File: config.mk
export PLATFORM = sky130hd
export DESIGN_NAME = idu_issue_ctrl
export DESIGN_NICKNAME = d
export VERILOG_FILES = /design/src/rtl/idu_issue_ctrl.sv
export SDC_FILE = /design/constraint.sdc
export NUM_CORES = 1
export LEC_CHECK = 0
export CAP_MARGIN = 0
export CORE_MARGIN = 4
export CORE_UTILIZATION = 41
export DETAILED_ROUTE_END_ITERATION = 8
export MAX_ROUTING_LAYER = met4
export PLACE_DENSITY = 0.84
export SYNTH_ARGS = -nofsm -noshare
export SYNTH_HDL_FRONTEND = slang
export SYNTH_SLANG_ARGS = --single-unit
File: constraint.sdc
create_clock -name clk -period 2.7 [get_ports clk]
set_input_delay 0.54 -clock clk [delete_from_list [all_inputs] [get_ports clk]]
set_output_delay 0.54 -clock clk [all_outputs]
set_load 0.03 [all_outputs]
File: src/rtl/idu_issue_ctrl.sv
// Decode-stage issue controller: one-entry decode slot, load-use scoreboard,
// valid/ready issue to EXU and redirect flush.
module idu_issue_ctrl #(
   parameter int CPU_WIDTH      = 32,
   parameter int REG_ADDR_WIDTH = 5,
   parameter int CNT_WIDTH      = 16
) (
   input  logic                      clk,
   input  logic                      rst_n,
   input  logic                      enable,
   input  logic                      ifu_valid,
   input  logic [CPU_WIDTH-1:0]      ifu_pc,
   input  logic [CPU_WIDTH-1:0]      ifu_inst,
   output logic                      ifu_ready,
   output logic                      id_valid,
   output logic [CPU_WIDTH-1:0]      id_pc,
   output logic [CPU_WIDTH-1:0]      id_inst,
   input  logic                      dec_reg_wen,
   input  logic [REG_ADDR_WIDTH-1:0] dec_reg_waddr,
   input  logic [REG_ADDR_WIDTH-1:0] dec_reg1_raddr,
   input  logic [REG_ADDR_WIDTH-1:0] dec_reg2_raddr,
   input  logic                      dec_mem_ren,
   input  logic                      exu_ready,
   output logic                      issue,
   output logic                      hazard_stall,
   input  logic                      exu_branch_en,
   input  logic                      exu_jump_en,
   input  logic                      wb_valid,
   input  logic [REG_ADDR_WIDTH-1:0] wb_addr,
   output logic [CNT_WIDTH-1:0]      stall_cnt
);

   localparam int SB_DEPTH = 2 ** REG_ADDR_WIDTH;
   localparam logic [CPU_WIDTH-1:0] NOP_INST = CPU_WIDTH'(32'h0000_0013);

   typedef enum logic {
      EMPTY = 1'b0,
      FULL  = 1'b1
   } slot_state_t;

   slot_state_t         state_q, state_d;
   logic [SB_DEPTH-1:0] sb_q, sb_d;
   logic                flush;
   logic                rs1_busy, rs2_busy;
   logic                hazard;
   logic                load_slot;
   logic                sb_set;

   assign id_valid = (state_q == FULL);
   assign flush    = exu_branch_en | exu_jump_en;
   assign rs1_busy = sb_q[dec_reg1_raddr] & (dec_reg1_raddr != '0);
   assign rs2_busy = sb_q[dec_reg2_raddr] & (dec_reg2_raddr != '0);

   // Outputs are forced low while rst_n is asserted so EXU/IFU never see a stale slot.
   assign hazard       = rst_n & id_valid & (rs1_busy | rs2_busy);
   assign hazard_stall = hazard & enable;
   assign issue        = rst_n & enable & id_valid & exu_ready & ~hazard & ~flush;
   assign ifu_ready    = rst_n & enable & ~flush & (~id_valid | issue);
   assign load_slot    = ifu_valid & ifu_ready;
   assign sb_set       = issue & dec_mem_ren & dec_reg_wen & (dec_reg_waddr != '0);

   always_comb begin
      state_d = state_q;
      if (enable) begin
         case (state_q)
            EMPTY: begin
               if (!flush && load_slot) state_d = FULL;
            end
            FULL: begin
               if (flush)          state_d = EMPTY;
               else if (load_slot) state_d = FULL;
               else if (issue)     state_d = EMPTY;
            end
            default: state_d = EMPTY;
         endcase
      end
   end

   // Writeback clears run even when disabled; a same-cycle set overrides the clear.
   always_comb begin
      sb_d = sb_q;
      if (wb_valid && (wb_addr != '0)) sb_d[wb_addr] = 1'b0;
      if (sb_set)                      sb_d[dec_reg_waddr] = 1'b1;
   end

   always_ff @(posedge clk) begin
      if (!rst_n) begin
         state_q   <= EMPTY;
         id_pc     <= '0;
         id_inst   <= NOP_INST;
         sb_q      <= '0;
         stall_cnt <= '0;
      end else begin
         state_q <= state_d;
         sb_q    <= sb_d;
         if (load_slot) begin
            id_pc   <= ifu_pc;
            id_inst <= ifu_inst;
         end
         if (hazard_stall && (stall_cnt != '1)) stall_cnt <= stall_cnt + CNT_WIDTH'(1);
      end
   end

endmodule

==> run metrics, run 1 <==
max-slew violations 0; mean area per synthesized cell 8.47 µm²; Final Worst Setup Slack -0.297 ns; post-layout instance area 8040 µm²; CTS tree built; Crit path required time 2.16 ns; H-tree depth 4; violated checks setup timing; Least-Margin Pin Slew 0.649 ns; Post-Syn Area 5130 µm²; mux share of post-synthesis cell area 0.0795; Skew-Pair Late Insertion Delay 0.42 ns; DP HPWL 12900 µm; vias in the first global route 5768; CP cell instances buf_6 -> buf_6 -> mux4_2 -> mux2_4 -> nand3b_1 -> and3_4 -> buf_6 -> and3_4 -> nand2_4 -> nor2_4 -> buf_6; DRC Markers 0; first-pass GRT wire length 29200 µm; crit path kind primary input to output pin; diode count 0; fin crit share 1.11; max-cap viol count 0; Tmin final 3.00 ns; power per cell area 557 nW/µm²; data arrival time of the worst path 2.46 ns; CP dominant cell by count buf_6; routed via count 5672; type of origin of the critical path primary input; num ports 178; Post-Synth Adder-Cell Area 0.00244; Die Wd 120 µm; DIE AREA 14400 µm²; clock root cell clkbuf_16; top sig layer met4; die height 120 µm; Fin Setup TNS -0.617 ns; clk buf depth 2; non-filler cells, final 985; Initial Utilization 0.424; Routed WL per cell 18.5 µm; layout cells sized above 1 0.147; remaining global-route overflow 0; Max Freq 334 MHz; core box area 12100 µm²; Synth Area in Simple Gates 0.235; slowest cell delay on critical path 0.52 ns; Vias/cell 5.76; Leak 2.85 nW; setup violators final 3; main combinational cell family by area after synthesis simple AND/OR/NAND/NOR gates; gr usage total 0.263; post-synthesis net count 701; final hold vios 0; status finished with violations; count of cell types in the netlist 49; critical path capture point type output pin; worst hold path class register to register; DRT met1 WL 7110 µm; largest net degree at the start of global routing 65; Worst Path Max Fanout 7; Layout area overhead 56.7%; Reg clk slew, reported paths 0.05 ns; # rows 40; DRT iter0 DRCs 479; Inst Count DP 951; Mapped Cells 606; Critical-path top delay cell mux4_2; CTS Sinks 113; DRT Wirelength 18300 µm; post-synthesis compound-gate area fraction 0.193; Synth warnings 0; Port Buf Inserts 177; post-route ant nets 0; Slew Limit Headroom 0.567; Pre-Repair DR Iteration Count 5; CTS Buf Count 17; clock skew 0.00783 ns; placer congestion estimate 0.998; wire length on met2 8830 µm; flops & latches, synth 113; sequential share of the synthesized area 0.441; metal3 WL 1770 µm; Post-Synth XOR/XNOR Area 0; nets 900; Peak VDD IR 0.000408 V; initial antenna violation count 0; RSZ-0062 raised after global routing true; total power 4.48 mW; DP Area 7350 µm²
critical path: cells and delay by family:
| kind | cells | cell delay, ns |
|---|---|---|
| mux | 2 | 0.80 |
| simple gates | 5 | 0.67 |
| buf+inv | 4 | 0.44 |
logic make-up (layout without fill, tap and decap cells):
group | Yosys count | count (layout)
AOI/OAI and AO/OA | 164 | 164
DFF | 113 | 113
muxes | 28 | 28
and+or+nand+nor | 241 | 241
adders and majority gates | 1 | 1
buffers and inverters | 59 | 270
final cells by class:
cell class	count	area (µm²)
Clock buffer	20	447
Clock inverter	11	163
Fill cell	948	4070
Inverter	11	48.8
Multi-Input combinational cell	434	2690
Sequential cell	113	2260
Tap cell	168	210
Timing Repair Buffer	228	2210
flip-flops by register name, indices dropped and copies added, names as in the netlist:
name       flops
stall_cnt     16
id_inst       32
sb_q          32
id_valid       1
id_pc         32
timing repair:
item | CTS | global route
setup endpoints to repair | 106 | 3
buffers inserted | 2 | 1
hold buffers | 0 | 0
resized for setup | 34 | 8
cloned | 0 | 0
pin swaps | 5 | 4
cells in the final DEF, fill, tap and decap left out, drive strengths merged, types with 4 or more instances in the layout:
master,n
a21oi,19
a32o,6
and3,5
buf,58
bufinv,4
clkbuf,20
clkdlybuf4s50,167
clkinv,5
dfxtp,113
inv,10
mux2i,16
mux4,10
nand2,78
nand2b,7
nand3,85
nand3b,4
nand4,19
nor2,11
nor2b,8
nor3,7
o211ai,27
o21ai,93
o31ai,6
or3,4
power breakdown:
part,leakage [nW],switching (mW),internal [mW]
clock network,0.292,0.782,1.55
logic,1.65,0.219,0.226
registers,0.913,0.0113,1.69
total,2.85,1.01,3.47
Yosys cell counts (all sizes together):
master | instances | area [µm²]
a2111oi | 1 | 10.0
a21oi | 19 | 95.1
a22oi | 2 | 15.0
a311oi | 1 | 15.0
a31o | 2 | 17.5
a31oi | 1 | 6.26
a32o | 6 | 60.1
a41o | 2 | 20.0
a41oi | 1 | 8.76
and2 | 1 | 6.26
and3 | 5 | 31.3
and4 | 2 | 17.5
buf | 17 | 87.6
clkbuf | 31 | 123
clkinv | 1 | 3.75
dfxtp | 113 | 2260
ha | 1 | 12.5
inv | 10 | 37.5
mux2 | 2 | 22.5
mux2i | 16 | 160
mux4 | 10 | 225
nand2 | 78 | 293
nand2b | 7 | 43.8
nand3 | 85 | 425
nand3b | 4 | 30.0
nand4 | 19 | 119
nand4b | 2 | 17.5
nor2 | 11 | 43.8
nor2b | 8 | 50.1
nor3 | 7 | 35.0
nor3b | 2 | 20.0
nor4b | 1 | 8.76
o211ai | 27 | 203
o21ai | 93 | 465
o311a | 1 | 10.0
o311ai | 1 | 8.76
o31ai | 6 | 45.0
o41ai | 1 | 8.76
or2 | 1 | 6.26
or3 | 4 | 25.0
or4 | 2 | 15.0
or4b | 2 | 20.0
metrics by stage:
step | worst slack, ns | utilization | hold WS (ns)
detailed placement | -0.905 | 0.607 | 0.447
global route | -0.367 | 0.664 | 0.472
floorplan | -0.0979 | - | 0.430
global placement | -0.881 | 0.607 | 0.439
CTS | -0.269 | 0.662 | 0.457
finish | -0.297 | 0.664 | 0.452
final timing paths:
check | start | to | slack, ns | cells past startpoint
setup reg to reg | sb_q[4]$_SDFF_PN0_ | stall_cnt[14]$_SDFFE_PN0P_ | 0.11 | 9
hold / removal | id_pc[11]$_SDFFE_PN0P_ | id_pc[11]$_SDFFE_PN0P_ | 0.45 | 2
hold reg to reg | id_pc[11]$_SDFFE_PN0P_ | id_pc[11]$_SDFFE_PN0P_ | 0.45 | 2
setup / recovery | dec_reg2_raddr[0] | issue | -0.30 | 11
metal layers:
metal,vias up,GRT usage
met5,-,-
met4,0,0.106
met3,45,0.0867
met2,302,0.422
met1,2701,0.305
li1,2624,-
No activity file was read; power rests on OpenSTA's default activity.
==> run 2, diff against run 1 <==
Settings changed: PLACE_DENSITY 0.84 to 0.77.
==> run 2 against run 1 <==
Net effect:
- the run still ends with setup timing left
- count of clock-buffer cells in the layout rose by 7
- setup slack better by 0.010 ns
- hold slack improved by 0.0039 ns
- clock power is 6% lower
- non-clock buffer count is 12 higher
- design area is 0.58% higher
- via count is 2.1% lower
- cell count increased by 1.2%
- routed wire length is 4.9% lower
- highest routed layer unchanged
- sequential share of layout area shrank 0.13 points
- register-to-register slack improved by 0.04 ns
- global-route usage shrank 1.2 points
==> run metrics, run 2 (synthesized netlist as in run 1, its figures left out) <==
status finished with violations; violated checks setup timing; DRT Wirelength 17400 µm (-4.9%); Crit path required time 2.16 ns (about the same); part of the power in combinational logic 0.104 (+0.005); routed via count 5551 (-2.1%); # rows 40 (unchanged); Internal 3.37 mW (-2.7%); non-filler cells, final 997 (+1.2%); worst hold path class register to register; Inst Count DP 962 (+1.2%); RSZ-0062 raised after global routing true; slowest cell delay on critical path 0.46 ns (-0.06 ns); core box area 12100 µm² (unchanged); CP cell instances mux4_2 -> nand4b_1 -> nand4_1 -> a311oi_2 -> buf_4 -> and3_4 -> nand2_4 -> nor2_4 -> buf_6; Peak VDD IR 0.000447 V (+9.7%); max-cap viol count 0 (unchanged); DP HPWL 12600 µm (-2.7%); setup violators final 3 (unchanged); largest net degree at the start of global routing 71 (+9.2%); DRC Markers 0 (unchanged); worst setup path start sb_q[21]$_SDFF_PN0_; fin crit share 1.11 (-0.00389); crit path kind register to output pin; Skew-Pair Late Insertion Delay 0.41 ns (about the same); Routed WL per cell 17.4 µm (-6.1%); Reg clk slew, reported paths 0.05 ns (about the same); H-tree depth 4 (unchanged); final hold vios 0 (unchanged); Fill cells 997 (+5.2%); Vias/cell 5.57 (-3.3%); remaining global-route overflow 0 (unchanged); Port Buf Inserts 177 (unchanged); clock skew 0.00679 ns (-0.00104 ns); Core Util, Final 0.667 (+0.00382); Slew Limit Headroom 0.516 (-0.0514); type of origin of the critical path register; register share of total power 0.393 (+0.013); die height 120 µm (unchanged); switching share of total power 0.221 (-0.00507); gr usage total 0.251 (-0.0122); Max Freq 335 MHz (+0.35%); CTS tree built; net switching power figure 0.957 mW (-5.5%); Die Wd 120 µm (unchanged); clock root cell clkbuf_16; num ports 178 (unchanged); Final Worst Setup Slack -0.287 ns (+0.0105 ns); Worst Path Max Fanout 3 (-4); layout cells sized above 1 0.163 (+0.0160); first-pass GRT wire length 28100 µm (-3.9%); nets 912 (+1.3%); Leak 2.90 nW (+1.8%); DP Area 7420 µm² (+0.95%); clk buf depth 2 (unchanged); DRT iter0 DRCs 336 (-30%); placer congestion estimate 0.930 (-6.8%); max-slew violations 0 (unchanged); Critical-path top delay cell mux4_2; Fin Setup TNS -0.773 ns (-0.156 ns); power share of the clock group 0.503 (-0.018); CP top delay family simple AND/OR/NAND/NOR gates; worst hold start id_inst[25]$_SDFFE_PN0P_; Storage cell area 2270 µm² (+0.11%); Least-Margin Pin Slew 0.726 ns (+0.0770 ns); Pre-Repair DR Iteration Count 6 (+1); post-route ant nets 0 (unchanged); area of the multi-input gates 2680 µm² (-0.37%); power per cell area 536 nW/µm² (-3.9%); commonest non-fill, non-tap cell in the layout clkdlybuf4s50_1; critical path capture point type output pin; Tmin final 2.99 ns (-0.0105 ns); CTS Sinks 113 (unchanged); Initial Utilization 0.424 (unchanged); diode count 0 (unchanged); most frequent cells in the layout clkdlybuf4s50_1 (167), dfxtp_1 (109), o21ai_0 (91); Layout area overhead 57.6%; initial antenna violation count 0 (unchanged); total power 4.33 mW (-3.3%); Regs by FF count id_inst x32, id_pc x32, sb_q x32; reg-to-reg startpoint sb_q[21]$_SDFF_PN0_; data arrival time of the worst path 2.45 ns (about the same); vias in the first global route 5760 (-0.14%); post-layout instance area 8080 µm² (+0.58%); DIE AREA 14400 µm² (unchanged); CTS Buf Count 17 (unchanged); Buf+Inv Stages, Crit Path 2 (-2)
-- run 2: power groups by stage --
| stage | Sequential (mW) | Clock (mW) | Combinational, mW |
|---|---|---|---|
| finish | 1.70 | 2.18 | 0.449 |
| global route | 1.70 | 2.29 | 0.477 |
| CTS | 1.70 | 2.22 | 0.445 |
| floorplan | 1.77 | 0 | 0.135 |
| detailed placement | 1.73 | 0 | 0.434 |
| global placement | 1.73 | 0 | 0.428 |
-- run 2: repair_timing --
item | 4_1_cts | 5_1_grt
endpoints found under the setup margin | 112 | 3
buffers inserted | 2 | 2
hold buffers | 0 | 0
pin swaps | 7 | 2
gates resized for setup | 31 | 9
-- run 2: per-stage QoR --
stage / hold WS [ns] / setup WS, ns
finish: 0.455 / -0.287
global route: 0.470 / -0.348
CTS: 0.456 / -0.272
detailed placement: 0.447 / -0.982
global placement: 0.436 / -0.883
floorplan: 0.430 / -0.0979
-- run 2: layer usage --
layer,track usage,share of wire,wire [µm],up-vias
li1,-,-,-,2658
met2,0.406,0.49,8520,228
met1,0.281,0.39,6750,2621
met3,0.0834,0.091,1580,44
met4,0.117,0.029,507,0
met5,-,0,0,-
-- run 2: layout make-up --
cell class	instances	share of cell area
clock buffer	27	0.0672
multi-input combinational	434	0.332
clock inverter	4	0.00557
tap	168	0.0260
sequential	113	0.280
inverter	11	0.00604
timing repair buffer	240	0.283
-- run 2: tightest hold or removal path, stage by stage (launching register included) --
cell and delay [ns]:
dfxtp_1 0.30, nand2_1 0.05, o21ai_0 0.06
-- run 2: worst paths after layout --
check | endpoint | slack [ns] | depth (start not counted)
hold reg to reg | id_inst[25]$_SDFFE_PN0P_ | 0.46 | 2
hold / removal | id_inst[25]$_SDFFE_PN0P_ | 0.46 | 2
setup reg to reg | id_pc[1]$_SDFFE_PN0P_ | 0.15 | 10
setup / recovery | issue | -0.29 | 9
==> run 3, diff against run 2 <==
Settings changed: ABC_AREA from default to 1, CORE_UTILIZATION 41 to 45, PLACE_DENSITY 0.77 to 0.78.
==> run 3 against run 2 <==
Net effect:
- the flow now finishes without violations
- register-to-register slack improved by 0.39 ns
- clock power rose by 6%
- clock skew rose by 0.0030 ns
- flip-flop and latch count did not move
- synthesized cell count rose by 82%
- total power rose by 7.0%
- combinational power rose by 35%
- critical endpoint is now ifu_ready
- largest cell class unchanged
==> run metrics, run 3 <==
type of origin of the critical path primary input; net switching power figure 1.18 mW (+24%); clock root cell clkbuf_16; largest net degree at the start of global routing 68 (-4.2%); Reg clk slew, reported paths 0.05 ns (about the same); gr usage total 0.247 (-0.00354); Post-Synth XOR/XNOR Area 0.0172 (+0.0172); post-synthesis net count 1199 (+71%); Peak VDD IR 0.000429 V (-4.2%); Tmin final 2.62 ns (-0.366 ns); CTS Sinks 113 (unchanged); critical path capture point type output pin; most frequent cells in the layout nand2_1 (298), inv_1 (239), clkdlybuf4s50_1 (164); switching share of total power 0.255 (+0.0346); placer congestion estimate 0.958 (+3.0%); Register-to-Register Path Depth 17 (+7); Yosys top cell area share 0.342 (-0.0991); register share of total power 0.367 (-0.026); met2 Track Usage GR 0.387 (-0.0185); end of the critical path ifu_ready; leading area contributor after synthesis dfxtp_1; part of the power in combinational logic 0.131 (+0.027); hold path cells 2 (unchanged); DIE AREA 16700 µm² (+16%); max-slew violations 0 (unchanged); num ports 178 (unchanged); Top Usage Layer GRT met2; CP top delay family simple AND/OR/NAND/NOR gates; nets 1372 (+50%); M1 GR Usage 0.314 (+0.0330); flops & latches, synth 113 (unchanged); Worst Path Max Fanout 8 (+5); Vias/cell 4.95 (-11%); Routed WL per cell 14.1 µm (-19%); mux share of post-synthesis cell area 0 (-0.0795); DRT iter0 DRCs 589 (+75%); Slew Limit Headroom 0.517 (+0.000856); pre-CTS setup slack -0.358 ns (+0.624 ns); post-synthesis compound-gate area fraction 0.0609 (-0.132); Port Buf Inserts 177 (unchanged); Leak 4.29 nW (+48%); max-cap viol count 0 (unchanged); power share of the clock group 0.502 (about the same); Stages on worst setup path 14 (+5); Core Util, Final 0.652 (-0.0157); DRT Wirelength 20900 µm (+20%); Fin Setup TNS 0 ns (+0.773 ns); Pre-Repair DR Iteration Count 5 (-1); met3 usage 0.0507 (-0.0327); die height 129 µm (+7.8%); worst setup path start dec_reg1_raddr[0]; Mapped Cells 1104 (+82%); DRC Markers 0 (unchanged); vias in the first global route 6548 (+14%); Final Worst Setup Slack 0.0793 ns (+0.366 ns); data arrival time of the worst path 2.08 ns (-0.37 ns); DP HPWL 14200 µm (+13%); DP Area 8600 µm² (+16%); crit path kind primary input to output pin; Max Freq 382 MHz (+14%); Internal 3.45 mW (+2.2%); routed via count 7303 (+32%); Crit path required time 2.16 ns (about the same); Layout area overhead 42.6%; power per cell area 491 nW/µm² (-8.3%); most common cell in the synthesized netlist nand2_1; Inst Count DP 1434 (+49%); Post-Syn Area 6620 µm² (+29%); post-layout instance area 9440 µm² (+17%); Die Wd 129 µm (+7.8%); Least-Margin Pin Slew 0.725 ns (-0.00128 ns); clock skew 0.00983 ns (+0.00304 ns); commonest non-fill, non-tap cell in the layout nand2_1; asr flop ratio synth 0 (unchanged); Regs by FF count id_inst x32, id_pc x32, sb_q x32; worst r2r dst id_inst[11]$_SDFFE_PN0P_; final hold vios 0 (unchanged); Synth Area in Simple Gates 0.384 (+0.149); Post-Synth Adder-Cell Area 0.00189 (-0.000548); Synth warnings 0 (unchanged); fin crit share 0.971 (-0.136); Skew-Pair Late Insertion Delay 0.42 ns (about the same); reg-to-reg startpoint sb_q[11]$_SDFF_PN0_; Post-synth EDFFs 0 (unchanged); count of cell types in the netlist 27 (-45%); clk buf depth 2 (unchanged); Buf+Inv Stages, Crit Path 4 (+2); post-route ant nets 0 (unchanged); worst hold path class register to register; R2R Setup Slk 0.54 ns (+0.39 ns); first-pass GRT wire length 32300 µm (+15%); initial antenna violation count 1 (+1); mean area per synthesized cell 5.99 µm² (-29%); predominant post-synthesis flop cell dfxtp_1; slowest cell delay on critical path 0.18 ns (-0.28 ns); CTS tree built; Critical-path top delay cell a21boi_4; # rows 44 (+10%); main combinational cell family by area after synthesis simple AND/OR/NAND/NOR gates; synth top area cells dfxtp_1 (34%), nand2_1 (17%), inv_1 (14%); setup violators final 0 (-3); CP cell instances buf_4 -> buf_12 -> inv_6 -> nand2_1 -> nand3_1 -> nand3_1 -> nand3_1 -> nand2_1 -> nand2_1 -> nand2_2 -> nor2_4 -> nand2_4 -> a21boi_4 -> buf_12; non-filler cells, final 1476 (+48%); layout cells sized above 1 0.0837 (-0.0791); status finished clean; Initial Utilization 0.457 (+0.0334); Min Hold Slack 0.440 ns (-0.0150 ns); sequential share of the synthesized area 0.342 (-0.0991); core box area 14500 µm² (+20%); H-tree depth 4 (unchanged); remaining global-route overflow 0 (unchanged); commonest cells in the netlist nand2_1 (302), inv_1 (242), dfxtp_1 (113); CTS Buf Count 17 (unchanged); total power 4.63 mW (+7.0%)
## run 3: changes by cell type in the layout (fill, tap and decap cells not counted), moves of 35 or more
cell,delta
o21ai_0,-66
nor2_1,+100
buf_4,-35
nand2_1,+221
inv_1,+230
nand4_1,+62
## run 3: worst register-to-register path, stage by stage (launching register included)
cell and delay [ns]:
dfxtp_1 0.31, inv_1 0.08, nand2_1 0.06, nand3_1 0.09, nand3_1 0.10, nand3_1 0.14
nand2_1 0.06, nand2_1 0.08, nand2_2 0.07, nor2_4 0.17, nand2_4 0.10, buf_4 0.15
nand2_2 0.10, nand3_2 0.13, buf_12 0.23, nand2_1 0.10, inv_1 0.03, nor2_1 0.10
## run 3: power by group through the flow
stage,clock (mW),sequential [mW],combinational (mW)
finish,2.32,1.70,0.608
global route,2.43,1.70,0.663
CTS,2.35,1.70,0.586
detailed placement,0,1.74,0.562
global placement,0,1.74,0.560
floorplan,0,1.78,0.259
## run 3: how the worst min path moves through the flow
stage	start	endpoint	slack, ns
4_1_cts	sb_q[0]$_SDFF_PN0_	sb_q[0]$_SDFF_PN0_	0.44
3_5_place_dp	sb_q[0]$_SDFF_PN0_	sb_q[0]$_SDFF_PN0_	0.43
6_report	sb_q[0]$_SDFF_PN0_	sb_q[0]$_SDFF_PN0_	0.44
3_3_place_gp	sb_q[0]$_SDFF_PN0_	sb_q[0]$_SDFF_PN0_	0.42
2_1_floorplan	sb_q[0]$_SDFF_PN0_	sb_q[0]$_SDFF_PN0_	0.41
5_1_grt	sb_q[29]$_SDFF_PN0_	sb_q[29]$_SDFF_PN0_	0.49
## run 3: final cells by class
class                           count  area (µm²)
Fill cell                        1274        5040
Multi-Input combinational cell    680        3130
Sequential cell                   113        2260
Timing Repair Buffer              211        2200
Inverter                          252         973
Clock buffer                       18         439
Tap cell                          184         230
Clock inverter                     14         176
Timing Repair inverter              2        17.5
Antenna cell                        2        5.00
## run 3: routing by layer
metal  share of wire  vias to the layer above
met1            0.42                     3226
met5               0                        -
met3           0.082                       44
li1                -                     3727
met2            0.47                      306
met4           0.024                        0
## run 3: logic make-up (layout without fill, tap and decap cells)
kind of cell             Yosys count  in the layout
AND/OR/NAND/NOR                  588            588
buffers and inverters            311            497
flip-flops                       113            113
AO/OA/AOI/OAI                     78             78
XOR/XNOR                          13             13
adder cells (fa/ha/maj)            1              1
other                              0              2
## run 3: what timing repair did
item | CTS | global route
setup buffers | 0 | 2
pin swaps | 2 | 3
hold buffers | 0 | 0
setup endpoints to repair | 3 | 3
cloned | 2 | 4
resized for setup | 24 | 27
